<file path="config.mk">
export PLATFORM = sky130hd
export DESIGN_NAME = sum8_frame_acc
export DESIGN_NICKNAME = d
export VERILOG_FILES = /design/src/rtl/sum8_pkg.sv /design/src/rtl/add8.sv /design/src/rtl/sum8_frame_acc.sv
export SDC_FILE = /design/constraint.sdc
export NUM_CORES = 1
export LEC_CHECK = 0
export ABC_AREA = 1
export BUFFER_PORTS_ARGS = -buffer_cell sky130_fd_sc_hd__buf_2
export CELL_PAD_IN_SITES_DETAIL_PLACEMENT = 1
export CELL_PAD_IN_SITES_GLOBAL_PLACEMENT = 1
export CORE_UTILIZATION = 44
export CTS_CLUSTER_SIZE = 8
export DETAILED_ROUTE_END_ITERATION = 7
export GPL_TIMING_DRIVEN = 0
export PLACE_DENSITY_LB_ADDON = 0.1
export SLEW_MARGIN = 20
export SYNTH_ARGS = -nofsm -noshare
export SYNTH_HDL_FRONTEND = slang
export SYNTH_SLANG_ARGS = --single-unit
</file>
<file path="constraint.sdc">
create_clock -name clk -period 3.9 [get_ports clk]
set_clock_uncertainty 0.05 [all_clocks]
set_input_delay 0.39 -clock clk [delete_from_list [all_inputs] [get_ports clk]]
set_output_delay 0.39 -clock clk [all_outputs]
set_load 0.05 [all_outputs]
</file>
<file path="src/rtl/sum8_pkg.sv">
// Shared types and helpers for the mod-256 frame checksum unit.
package sum8_pkg;

    localparam int DATA_W_DEF = 8;
    localparam int CNT_W_DEF  = 8;

    typedef enum logic {
        ACCUM = 1'b0,
        HOLD  = 1'b1
    } sum8_state_t;

    // Saturating increment; sticks at all-ones.
    function automatic logic [CNT_W_DEF-1:0] sat_inc(input logic [CNT_W_DEF-1:0] v);
        return (v == '1) ? v : v + 1'b1;
    endfunction

endpackage

</file>
<file path="src/rtl/add8.sv">
// Combinational modular adder: carry is dropped, result wraps at 2^DATA_W.
module add8
    import sum8_pkg::*;
#(
    parameter int DATA_W = DATA_W_DEF
) (
    input  logic [DATA_W-1:0] i_a,
    input  logic [DATA_W-1:0] i_b,
    output logic [DATA_W-1:0] o_y
);

    assign o_y = i_a + i_b;

endmodule

</file>
<file path="src/rtl/sum8_frame_acc.sv">
// Streaming frame checksum: accumulates byte beats mod 2^DATA_W and presents
// sum and saturating beat count on the last beat of each frame.
module sum8_frame_acc
    import sum8_pkg::*;
#(
    parameter int DATA_W = DATA_W_DEF,
    parameter int CNT_W  = CNT_W_DEF
) (
    input  logic              clk,
    input  logic              rst,
    input  logic              in_valid,
    output logic              in_ready,
    input  logic [DATA_W-1:0] in_data,
    input  logic              in_last,
    output logic              out_valid,
    input  logic              out_ready,
    output logic [DATA_W-1:0] out_sum,
    output logic [CNT_W-1:0]  out_count,
    output logic              out_sat
);

    sum8_state_t       r_state, w_state_nxt;
    logic [DATA_W-1:0] r_acc;
    logic [CNT_W-1:0]  r_cnt;
    logic              r_sat;
    logic              r_out_valid;
    logic [DATA_W-1:0] r_out_sum;
    logic [CNT_W-1:0]  r_out_count;
    logic              r_out_sat;

    logic              w_in_fire, w_out_fire, w_accum;
    logic [DATA_W-1:0] w_op_a, w_sum;
    logic [CNT_W-1:0]  w_cnt_base, w_cnt_nxt;
    logic              w_sat_nxt;

    assign w_accum    = (r_state == ACCUM);
    assign in_ready   = w_accum || out_ready;
    assign w_in_fire  = in_valid && in_ready;
    assign w_out_fire = r_out_valid && out_ready;

    // A beat accepted in HOLD opens a new frame, so it starts from a zero base.
    assign w_op_a     = w_accum ? r_acc : '0;
    assign w_cnt_base = w_accum ? r_cnt : '0;
    assign w_cnt_nxt  = sat_inc(w_cnt_base);
    assign w_sat_nxt  = (w_accum && r_sat) || (w_cnt_base == '1);

    add8 #(.DATA_W(DATA_W)) u_add8 (
        .i_a (w_op_a),
        .i_b (in_data),
        .o_y (w_sum)
    );

    always_ff @(posedge clk or posedge rst) begin
        if (rst) r_state <= ACCUM;
        else     r_state <= w_state_nxt;
    end

    always_comb begin
        w_state_nxt = r_state;
        case (r_state)
            ACCUM:   if (w_in_fire && in_last) w_state_nxt = HOLD;
            HOLD:    if (w_out_fire && !(w_in_fire && in_last)) w_state_nxt = ACCUM;
            default: w_state_nxt = ACCUM;
        endcase
    end

    always_ff @(posedge clk or posedge rst) begin
        if (rst) begin
            r_acc       <= '0;
            r_cnt       <= '0;
            r_sat       <= 1'b0;
            r_out_valid <= 1'b0;
            r_out_sum   <= '0;
            r_out_count <= '0;
            r_out_sat   <= 1'b0;
        end else begin
            if (w_out_fire) r_out_valid <= 1'b0;
            if (w_in_fire) begin
                if (in_last) begin
                    r_out_sum   <= w_sum;
                    r_out_count <= w_cnt_nxt;
                    r_out_sat   <= w_sat_nxt;
                    r_out_valid <= 1'b1;
                    r_acc       <= '0;
                    r_cnt       <= '0;
                    r_sat       <= 1'b0;
                end else begin
                    r_acc <= w_sum;
                    r_cnt <= w_cnt_nxt;
                    r_sat <= w_sat_nxt;
                end
            end
        end
    end

    assign out_valid = r_out_valid;
    assign out_sum   = r_out_sum;
    assign out_count = r_out_count;
    assign out_sat   = r_out_sat;

endmodule

</file>
==> qor.txt, run 1 <==
Status = finished with violations
Failing checks = design-rule violations
Met2 usage = 37.0%
Layout cell share with drive strength beyond 1 = 18.7%
Most used cell, CP = nand3_1
Diode count = 0
Sequential fraction of the synthesis area = 43.4%
Clock Sink Count = 36
Worst path cell trace = buf_6, nor2_1, ha_1, inv_1, fa_1, inv_1, nand3_1, nand3_1, nand2_1, nand3_1, nand2_1
Critical path endpoint category = register
Met3 track demand over resource = 3.56%
Max Slew Vio Count = 0
Number of global-route vias before repair = 1849
DRC viols = 8
Die Y = 70.7 um
Largest net degree at the start of global routing = 37
Maximum clock rate = 0.509 GHz
Worst slew pin tran = 753 ps
DR iter-0 viols = 115
CTS H-Tree Depth = 2
# setup viols final = 0
Cts-stage hold buffer count = 0
Setup TNS = 0 ps
Max-Cap Viols = 0
Most used routing layer = met2
Power density over cell area = 475 nW/um2
Synthesized instance count = 277
Leakage = 1.42 nW
Worst skew pair latency = 280 ps
Setup bufs post-CTS = 0
Worst reg2reg path startpoint = r_state
R2R Setup Slk = 1930 ps
First-pass GRT wire length = 8660 um
Worst Path Max Fanout = 10
Cell variety after synth = 27
Met1 Use GR = 30.4%
Final WL = 4940 um
Syn nets = 299
Rel. slew slack = 49.7%
Initial DRT Pass Iterations = 6
Hold Path Class = input pin to async pin
Row count = 24
Port Buffer Count = 31
Pre-CTS setup slack = 1940 ps
Initial antenna violation count = 0
Overflow after GRT = 0
Period utilization = 50.4%
Starting Density = 46.7%
Top Ports = 32
WL/cell = 13.5 um
Post-Syn Area per Cell = 7.49 um2
CTS root buf = clkbuf_8
Worst setup margin = 1930 ps
FF+latch count, synth = 36
Synth-to-layout area growth = 14.4%
Post-layout min period = 1970 ps
VDD IR max = 0.260 mV
Yosys warning count = 0
CORE AREA = 4440 um2
Reg2reg end = r_acc[6]
# nets final = 337
Setup CP Type = register to register
Dpl hpwl = 3730 um
Die Wd = 70.7 um
GPL Wtd Cong = 0.866
CTS max path bufs = 2
FF-to-FF path depth = 11
CP max stage cell = dfrtp_1
Post-Syn Area = 2070 um2
CP arrival = 2080 ps
DIE AREA = 4990 um2
RSZ-0062 raised after global routing = no
Slowest stage delay, CP = 430 ps
CTS tree = done
Clock-pin slew on the worst setup and hold paths = 70 ps
Vias = 1856
Hold Fails Final Rpt = 0
Critical Path Start Type = register
Cts bufs inserted = 5
Post_cts resized = 0
Routed Antenna Nets = 0
CP Data Required Time = 4020 ps
Gr usage total = 22.6%
Via density = 5.06
## stage by stage
step	hold slack, ps	utilization [%]	instance area (um2)	power, mW	cells
3_3_place_gp	409	51.6	2290	0.881	360
5_1_grt	270	53.4	2370	1.20	367
6_report	186	53.4	2370	1.13	367
2_1_floorplan	399	-	2070	0.786	277
4_1_cts	218	53.4	2370	1.14	367
3_5_place_dp	410	51.6	2290	0.893	360
## state kept, by name, summed over array words and instances, names as in the netlist
name,cells
out_count,8
out_sum,8
r_acc,8
r_cnt,8
out_sat,1
out_valid,1
r_sat,1
r_state,1
## area by class of cell
type,instances,area (um2)
Fill cell,574,2070
Buffer,7,46.3
Clock inverter,1,5.00
Clock buffer,6,72.6
Tap cell,52,65.1
Multi-Input combinational cell,196,985
Sequential cell,36,901
Timing Repair Buffer,31,155
Inverter,38,143
## critical path: cells and delay by family (launching register included)
kind	cells	cell delay [ps]
adders and majority gates	2	570
buffers and inverters	3	320
DFF	1	430
and+or+nand+nor	6	480
## power by group
group / internal [mW] / total, mW / switching [mW]
clock network: 0.121 / 0.244 / 0.123
registers: 0.434 / 0.468 / 0.0343
logic: 0.113 / 0.415 / 0.302
## cell usage in the layout, fill, tap and decap left out, types with 3 or more instances in the layout
master	n
nand4_1	3
dfrtp_1	36
nor2_4	3
o21ai_1	3
inv_2	3
xor2_1	3
inv_1	35
nor2_1	10
a21oi_1	4
nand2_2	3
nand3_1	27
clkbuf_8	5
ha_1	8
o22ai_1	3
nand2_1	116
buf_2	35
## worst max path at each step
stage / slack (ps) / cells past startpoint / start / endpoint
3_3_place_gp: 1930 / 10 / r_state / r_acc[4]
4_1_cts: 1920 / 10 / r_state / out_sum[4]
5_1_grt: 1770 / 10 / r_state / out_count[6]
6_report: 1930 / 11 / r_state / r_acc[6]
3_5_place_dp: 1940 / 10 / r_state / r_acc[4]
2_1_floorplan: 2110 / 11 / r_state / out_sum[6]
## logic make-up (layout without fill, tap and decap cells)
family | after synthesis | in the layout | synth area share (%)
AND/OR/NAND/NOR | 170 | 170 | 36.6
buffers and inverters | 45 | 83 | 9.11
flip-flops | 36 | 36 | 43.4
AO/OA/AOI/OAI | 13 | 13 | 3.44
adder cells (fa/ha/maj) | 9 | 9 | 5.79
XOR/XNOR | 4 | 4 | 1.69
## synth_stat cells (all sizes together)
library cell    n  area share [%]
a21o            1            0.36
o22ai           3            0.90
o21ai           5             1.2
a21oi           4            0.97
ha              8             4.8
nand2         121              23
inv            38             6.9
nand4           3            0.90
buf             7             2.2
or2             1            0.30
xor2            3             1.3
dfrtp          36              43
nand3b          1            0.36
nor2           16             5.0
fa              1            0.97
xnor2           1            0.42
nand3          28             7.0
## metal layers
metal	up-vias	routed length [um]	share of wire, %
met2	46	2300	47
met1	872	2330	47
li1	933	-	-
met4	0	50	1.0
met5	-	0	0
met3	5	265	5.4
(Power assumes the default switching activity.)
==> inputs of run 2 (changes only) <==
--- a/config.mk
+++ b/config.mk
@@ -5,11 +5,11 @@
 export SDC_FILE = /design/constraint.sdc
 export NUM_CORES = 1
 export LEC_CHECK = 0
-export ABC_AREA = 1
+export ABC_AREA = 0
 export BUFFER_PORTS_ARGS = -buffer_cell sky130_fd_sc_hd__buf_2
 export CELL_PAD_IN_SITES_DETAIL_PLACEMENT = 1
 export CELL_PAD_IN_SITES_GLOBAL_PLACEMENT = 1
-export CORE_UTILIZATION = 44
+export CORE_UTILIZATION = 43
 export CTS_CLUSTER_SIZE = 8
 export DETAILED_ROUTE_END_ITERATION = 7
 export GPL_TIMING_DRIVEN = 0
==> constraint.sdc (replaced) <==
create_clock -name clk -period 1.85 [get_ports clk]
set_clock_uncertainty 0.05 [all_clocks]
set_input_delay 0.185 -clock clk [delete_from_list [all_inputs] [get_ports clk]]
set_output_delay 0.185 -clock clk [all_outputs]
set_load 0.05 [all_outputs]
==> run 2 against run 1 <==
Compared with the run above: the run ends with negative setup slack left; sequential share of layout area down 4.4 points; critical path depth stayed put; wire length rose by 11%; maximum frequency is 9.0% lower; synthesized cell count decreased by 22%; register-to-register slack got worse by 2200 ps; count of clock-buffer cells in the layout stayed put; first-iteration DRC count down 37%; combinational power grew to 2.8 times the previous value; design area increased by 13%; critical endpoint unchanged; critical path type unchanged; area after synthesis down 0.72%.
==> qor.txt, run 2 <==
Worst path cell trace = buf_8, nor2b_4, ha_4, inv_2, fa_2, nor2b_2, o21ai_2, a21oi_2, buf_4, o31a_1, o41ai_2
Period utilization = 117% (+66 points)
R2R Setup Slk = -310 ps (-2240 ps)
CP arrival = 2260 ps (+180 ps)
Post-Syn Area per Cell = 9.58 um2 (+28%)
P_int = 1.61 mW (+140%)
GPL Wtd Cong = 0.800 (-7.6%)
CTS H-Tree Depth = 2 (unchanged)
Psw = 1.13 mW (+150%)
Hold Fails Final Rpt = 0 (unchanged)
Top post-synthesis cells by area = dfrtp_1 44%, nand2_1 6.9%, ha_1 4.9%, o21ai_0 4.9%, nor2b_1 3.6%
Initial antenna violation count = 0 (unchanged)
CORE AREA = 4470 um2 (+0.68%)
Row count = 24 (unchanged)
Final instance area = 2690 um2 (+13%)
Pwr Total = 2.74 mW (+140%)
Synthesized instance count = 215 (-22%)
Die Y = 71.2 um (+0.76%)
CTS max path bufs = 2 (unchanged)
Maximum clock rate = 0.463 GHz (-9.0%)
Slowest stage delay, CP = 420 ps (about the same)
Vias = 1751 (-5.7%)
Post-Syn Area = 2060 um2 (-0.72%)
Max Slew Vio Count = 0 (unchanged)
Cell variety after synth = 49 (+81%)
Comb power frac = 43.0% (+6.2 points)
Diode count = 0 (unchanged)
First-pass GRT wire length = 9000 um (+3.9%)
Top cell type's share of synthesized area = 43.7% (+0.32 points)
Number of global-route vias before repair = 1902 (+2.9%)
Starting Density = 46.0% (-0.65 points)
Flop pwr share = 37.5% (-4.0 points)
Status = finished with violations
CP max stage cell = dfrtp_2
Routed Antenna Nets = 0 (unchanged)
Rel. slew slack = 64.5% (+15 points)
Cts bufs inserted = 5 (unchanged)
DIE AREA = 5070 um2 (+1.5%)
Synth-to-layout area growth = 30.5%
Top Ports = 32 (unchanged)
Clock power frac = 19.5% (-2.2 points)
Top_reg_cell synth = dfrtp_1
Switching share of power = 41.1% (+0.34 points)
Setup CP Type = register to register
Critical path's top delay family = adder cells
Final WL = 5490 um (+11%)
Clock Sink Count = 36 (unchanged)
RSZ-0062 raised after global routing = yes
Worst skew pair latency = 290 ps (about the same)
DRC viols = 0 (-8)
Placed insts = 299 (-17%)
Top post-synthesis cells by count = 38 x nand2_1, 36 x dfrtp_1, 20 x o21ai_0
CP Data Required Time = 1950 ps (-2070 ps)
Worst path buffer plus inverter count = 3 (unchanged)
Max-Cap Viols = 0 (unchanged)
Die Wd = 71.2 um (+0.76%)
Post-layout min period = 2160 ps (+195 ps)
Largest net degree at the start of global routing = 20 (-46%)
Layout cell share with drive strength beyond 1 = 37.4% (+19 points)
Worst Path Max Fanout = 8 (-2)
Worst setup margin = -310 ps (-2240 ps)
Failing checks = negative setup slack
Most common cell in the netlist = nand2_1
Commonest non-fill, non-tap cell in the layout = nand2_1
Worst slew pin tran = 533 ps (-220 ps)
Sequential fraction of the synthesis area = 43.7% (+0.32 points)
Pre-CTS setup slack = -674 ps (-2610 ps)
CTS tree = done
Via density = 5.44 (+7.5%)
# setup viols final = 9 (+9)
Hold Path Class = input pin to register
Dpl hpwl = 3790 um (+1.7%)
Post-synth EDFFs = 0 (unchanged)
CTS root buf = clkbuf_8
Initial DRT Pass Iterations = 4 (-2)
Critical path endpoint category = register
Ys async rst share = 100% (unchanged)
DR iter-0 viols = 73 (-37%)
Most frequent cells in the layout = 36 x nand2_1, 35 x dfrtp_1, 34 x buf_2, 14 x buf_4, 12 x o21ai_0
Cell taking the most area after synthesis = dfrtp_1
# nets final = 292 (-13%)
Power density over cell area = 1020 nW/um2 (+110%)
Leakage = 1.26 nW (-11%)
Placed instance area = 2350 um2 (+2.2%)
Overflow after GRT = 0 (unchanged)
FF+latch count, synth = 36 (unchanged)
Yosys warning count = 0 (unchanged)
VDD IR max = 0.579 mV (+120%)
Syn nets = 237 (-21%)
Port Buffer Count = 31 (unchanged)
Clock-pin slew on the worst setup and hold paths = 70 ps (about the same)
Non-Filler Instances = 322 (-12%)
Critical Path Start Type = register
WL/cell = 17.1 um (+27%)
Gr usage total = 23.6% (+0.99 points)
[run 2: power groups by stage]
stage                     sequential, mW  clock [mW]  combinational [mW]
after floorplan                     1.34           0               0.475
after global placement              1.04           0                1.00
after detailed placement            1.04           0                1.03
after CTS                           1.03       0.555                1.13
after global routing                1.04       0.581                1.28
final                               1.03       0.534                1.18
[run 2: logic make-up after synthesis]
kind of cell	Yosys count	synth area share, %
AOI/OAI and AO/OA	55	17.0
xor gates and xnor gates	13	6.20
adders and majority gates	9	5.83
buffers and inverters	19	3.77
DFF	36	43.7
muxes	6	3.22
and+or+nand+nor	77	20.2
[run 2: worst paths after layout]
path | end | cells past startpoint | from
setup / recovery | r_acc[6] | 11 | r_state
hold / removal | out_valid | 2 | out_ready
setup reg to reg | r_acc[6] | 11 | r_state
hold reg to reg | out_count[5] | 2 | out_count[5]
max in group asynchronous | out_sum[5] | 4 | rst
min in group asynchronous | out_count[1] | 3 | rst
[run 2: routing by layer]
layer	track usage, %	vias up	wire length [um]
met1	28.9	867	2510
met4	11.1	0	108
met2	39.3	28	2700
li1	-	848	-
met5	0	-	0
met3	5.56	8	167
[run 2: layout make-up]
type	instances	area (um2)
buffer	8	55.1
timing repair buffer	49	323
sequential	36	902
clock buffer	6	72.6
fill	522	1790
tap	52	65.1
clock inverter	1	5.00
inverter	10	37.5
multi-input combinational	160	1230
[run 2: metrics by stage]
stage          utilization (%)  hold slack (ps)  TNS (ps)
6_report                  60.1             61.7     -1590
5_1_grt                   60.1             73.1     -2830
4_1_cts                   57.4             56.5     -1880
3_5_place_dp              52.4              173     -7010
3_3_place_gp              51.8              361     -6120
2_1_floorplan                -              243     -1760
[run 2: repair_timing]
action	in CTS	in global routing
hold buffers	1	0
gates resized for setup	17	17
setup endpoints to repair	29	22
buffers inserted	8	7
hold endpoints to repair	17	0
pin swaps	9	13
gates cloned	0	1
==> inputs of run 3 (changes only) <==
--- a/config.mk
+++ b/config.mk
@@ -12,7 +12,7 @@
 export CORE_UTILIZATION = 43
 export CTS_CLUSTER_SIZE = 8
 export DETAILED_ROUTE_END_ITERATION = 7
-export GPL_TIMING_DRIVEN = 0
+export GPL_TIMING_DRIVEN = 1
 export PLACE_DENSITY_LB_ADDON = 0.1
 export SLEW_MARGIN = 20
 export SYNTH_ARGS = -nofsm -noshare
==> run 3 against run 2 <==
Compared with the run above: the run still ends with negative setup slack left; sequential cell count did not move; clock power grew 10%; cell count rose by 4.0%; sequential share of layout area is 2.1 points lower; register-to-register slack barely moved; design area increased by 6.8%; die area is the same; utilization up 4.1 points; non-clock buffer count grew 12; maximum frequency is 0.63% higher; sequential power about the same; wire length up 13%; critical endpoint unchanged.
==> qor.txt, run 3 (same netlist as run 2, synthesis figures left out) <==
Status = finished with violations
Failing checks = negative setup slack
Number of global-route vias before repair = 2006 (+5.5%)
Clock-pin slew on the worst setup and hold paths = 70 ps (about the same)
VDD IR max = 0.639 mV (+10%)
CP arrival = 2290 ps (+30 ps)
Placed insts = 315 (+5.4%)
Non-Filler Instances = 335 (+4.0%)
Die Wd = 71.2 um (unchanged)
CTS tree = done
FF-to-FF path depth = 9 (-2)
Gr usage total = 25.0% (+1.4 points)
DR iter-0 viols = 130 (+78%)
Vias = 1855 (+5.9%)
Period utilization = 116% (-0.73 points)
CTS root buf = clkbuf_8
P_int = 1.74 mW (+7.7%)
Switching share of power = 40.8% (-0.35 points)
Via density = 5.54 (+1.8%)
Final WL = 6210 um (+13%)
Largest net degree at the start of global routing = 37 (+85%)
CTS max path bufs = 2 (unchanged)
Worst skew pair latency = 290 ps (about the same)
GPL Wtd Cong = 0.908 (+13%)
Worst slew pin tran = 481 ps (-52.4 ps)
Met3 routed WL = 244 um (+46%)
Layout cell share with drive strength beyond 1 = 45.6% (+8.2 points)
Final Util = 64.2% (+4.1 points)
Dpl hpwl = 4100 um (+8.3%)
Maximum clock rate = 0.466 GHz (+0.63%)
Clock Sink Count = 36 (unchanged)
Commonest non-fill, non-tap cell in the layout = dfrtp_1
Max Slew Vio Count = 0 (unchanged)
Max-Cap Viols = 0 (unchanged)
Power density over cell area = 1020 nW/um2 (+0.22%)
Wire length on met1 = 2760 um (+9.9%)
Highest Signal Layer = met4
Placed instance area = 2460 um2 (+4.9%)
Metal2 WL = 3150 um (+16%)
Setup CP Type = register to register
DRC viols = 0 (unchanged)
Starting Density = 46.0% (unchanged)
Row count = 24 (unchanged)
Worst setup margin = -297 ps (+13.4 ps)
Final instance area = 2870 um2 (+6.8%)
Psw = 1.20 mW (+6.2%)
Critical path endpoint category = register
Diode count = 0 (unchanged)
First-pass GRT wire length = 9670 um (+7.4%)
Cts bufs inserted = 5 (unchanged)
CORE AREA = 4470 um2 (unchanged)
Setup TNS = -3320 ps (-1730 ps)
Initial DRT Pass Iterations = 4 (unchanged)
DIE AREA = 5070 um2 (unchanged)
Critical Path Start Type = register
CP Data Required Time = 1990 ps (+40 ps)
Hold Fails Final Rpt = 0 (unchanged)
Post-layout min period = 2150 ps (-13.4 ps)
Hold Path Class = input pin to register
Comb power frac = 44.4% (+1.4 points)
Overflow after GRT = 0 (unchanged)
Synth-to-layout area growth = 39.4%
Rel. slew slack = 67.9% (+3.5 points)
Initial antenna violation count = 0 (unchanged)
Clock power frac = 20.1% (+0.6 points)
Most frequent cells in the layout = 35 x dfrtp_1, 33 x nand2_1, 33 x buf_4, 31 x buf_2, 11 x o21ai_0
CTS H-Tree Depth = 2 (unchanged)
Leakage = 1.35 nW (+7.4%)
Routed Antenna Nets = 0 (unchanged)
Pwr Total = 2.93 mW (+7.1%)
Top Ports = 32 (unchanged)
# setup viols final = 24 (+15)
Flop pwr share = 35.5% (-2.0 points)
Hold-critical path depth = 2 (unchanged)
Die Y = 71.2 um (unchanged)
Port Buffer Count = 31 (unchanged)
Filler cells = 494 (-5.4%)
# nets final = 304 (+4.1%)
WL/cell = 18.5 um (+8.7%)
RSZ-0062 raised after global routing = yes
Worst Path Max Fanout = 6 (-2)
## run 3: path summary, 6_finish.rpt
kind | startpoint | end | slack [ps]
max | r_state | r_acc[6] | -300
min | out_ready | out_valid | 70
max reg2reg | r_state | r_acc[6] | -300
min reg2reg | out_count[5] | out_count[5] | 430
max in group asynchronous | rst | r_state | 900
min in group asynchronous | rst | out_count[5] | 480
## run 3: power groups by stage
stage | registers [mW] | clock network, mW | logic, mW
after floorplan | 1.34 | 0 | 0.475
after global placement | 1.03 | 0 | 1.04
after detailed placement | 1.05 | 0 | 1.08
after CTS | 1.03 | 0.595 | 1.16
after global routing | 1.06 | 0.624 | 1.39
final | 1.04 | 0.590 | 1.30
## run 3: metal layers
metal,global-route usage (%),vias to the layer above
met2,43.1,44
met4,9.78,0
met3,4.70,6
li1,-,874
met1,30.9,931
met5,0,-
## run 3: critical path, cell delays in order, from the launching register on
cell and delay (ps):
dfrtp_2 480, buf_4 170, nor2b_1 120, ha_1 260
buf_4 180, nand2_2 70, a21oi_2 40, buf_4 130
o31a_1 260, o41ai_2 280
## run 3: through the flow
stage                     worst slack [ps]  hold WS (ps)
after floorplan                       -301           243
after global placement                -147           260
after detailed placement              -394           269
after CTS                             -301          54.9
after global routing                  -382          81.1
final                                 -297          72.5
## run 3: cell type report
| class | count | area (um2) | area share [%] |
|---|---|---|---|
| clock buffer | 8 | 90.1 | 3.14 |
| inverter | 10 | 40.0 | 1.39 |
| multi-input combinational | 160 | 1310 | 45.7 |
| sequential | 36 | 902 | 31.4 |
| timing repair buffer | 69 | 462 | 16.1 |
| tap | 52 | 65.1 | 2.27 |
## run 3: timing repair
item / CTS / global route
pin swaps: 9 / 16
hold buffers: 1 / 0
setup endpoints to repair: 31 / 29
buffers inserted: 5 / 6
resized for setup: 22 / 33
endpoints found under the hold margin: 36 / 0
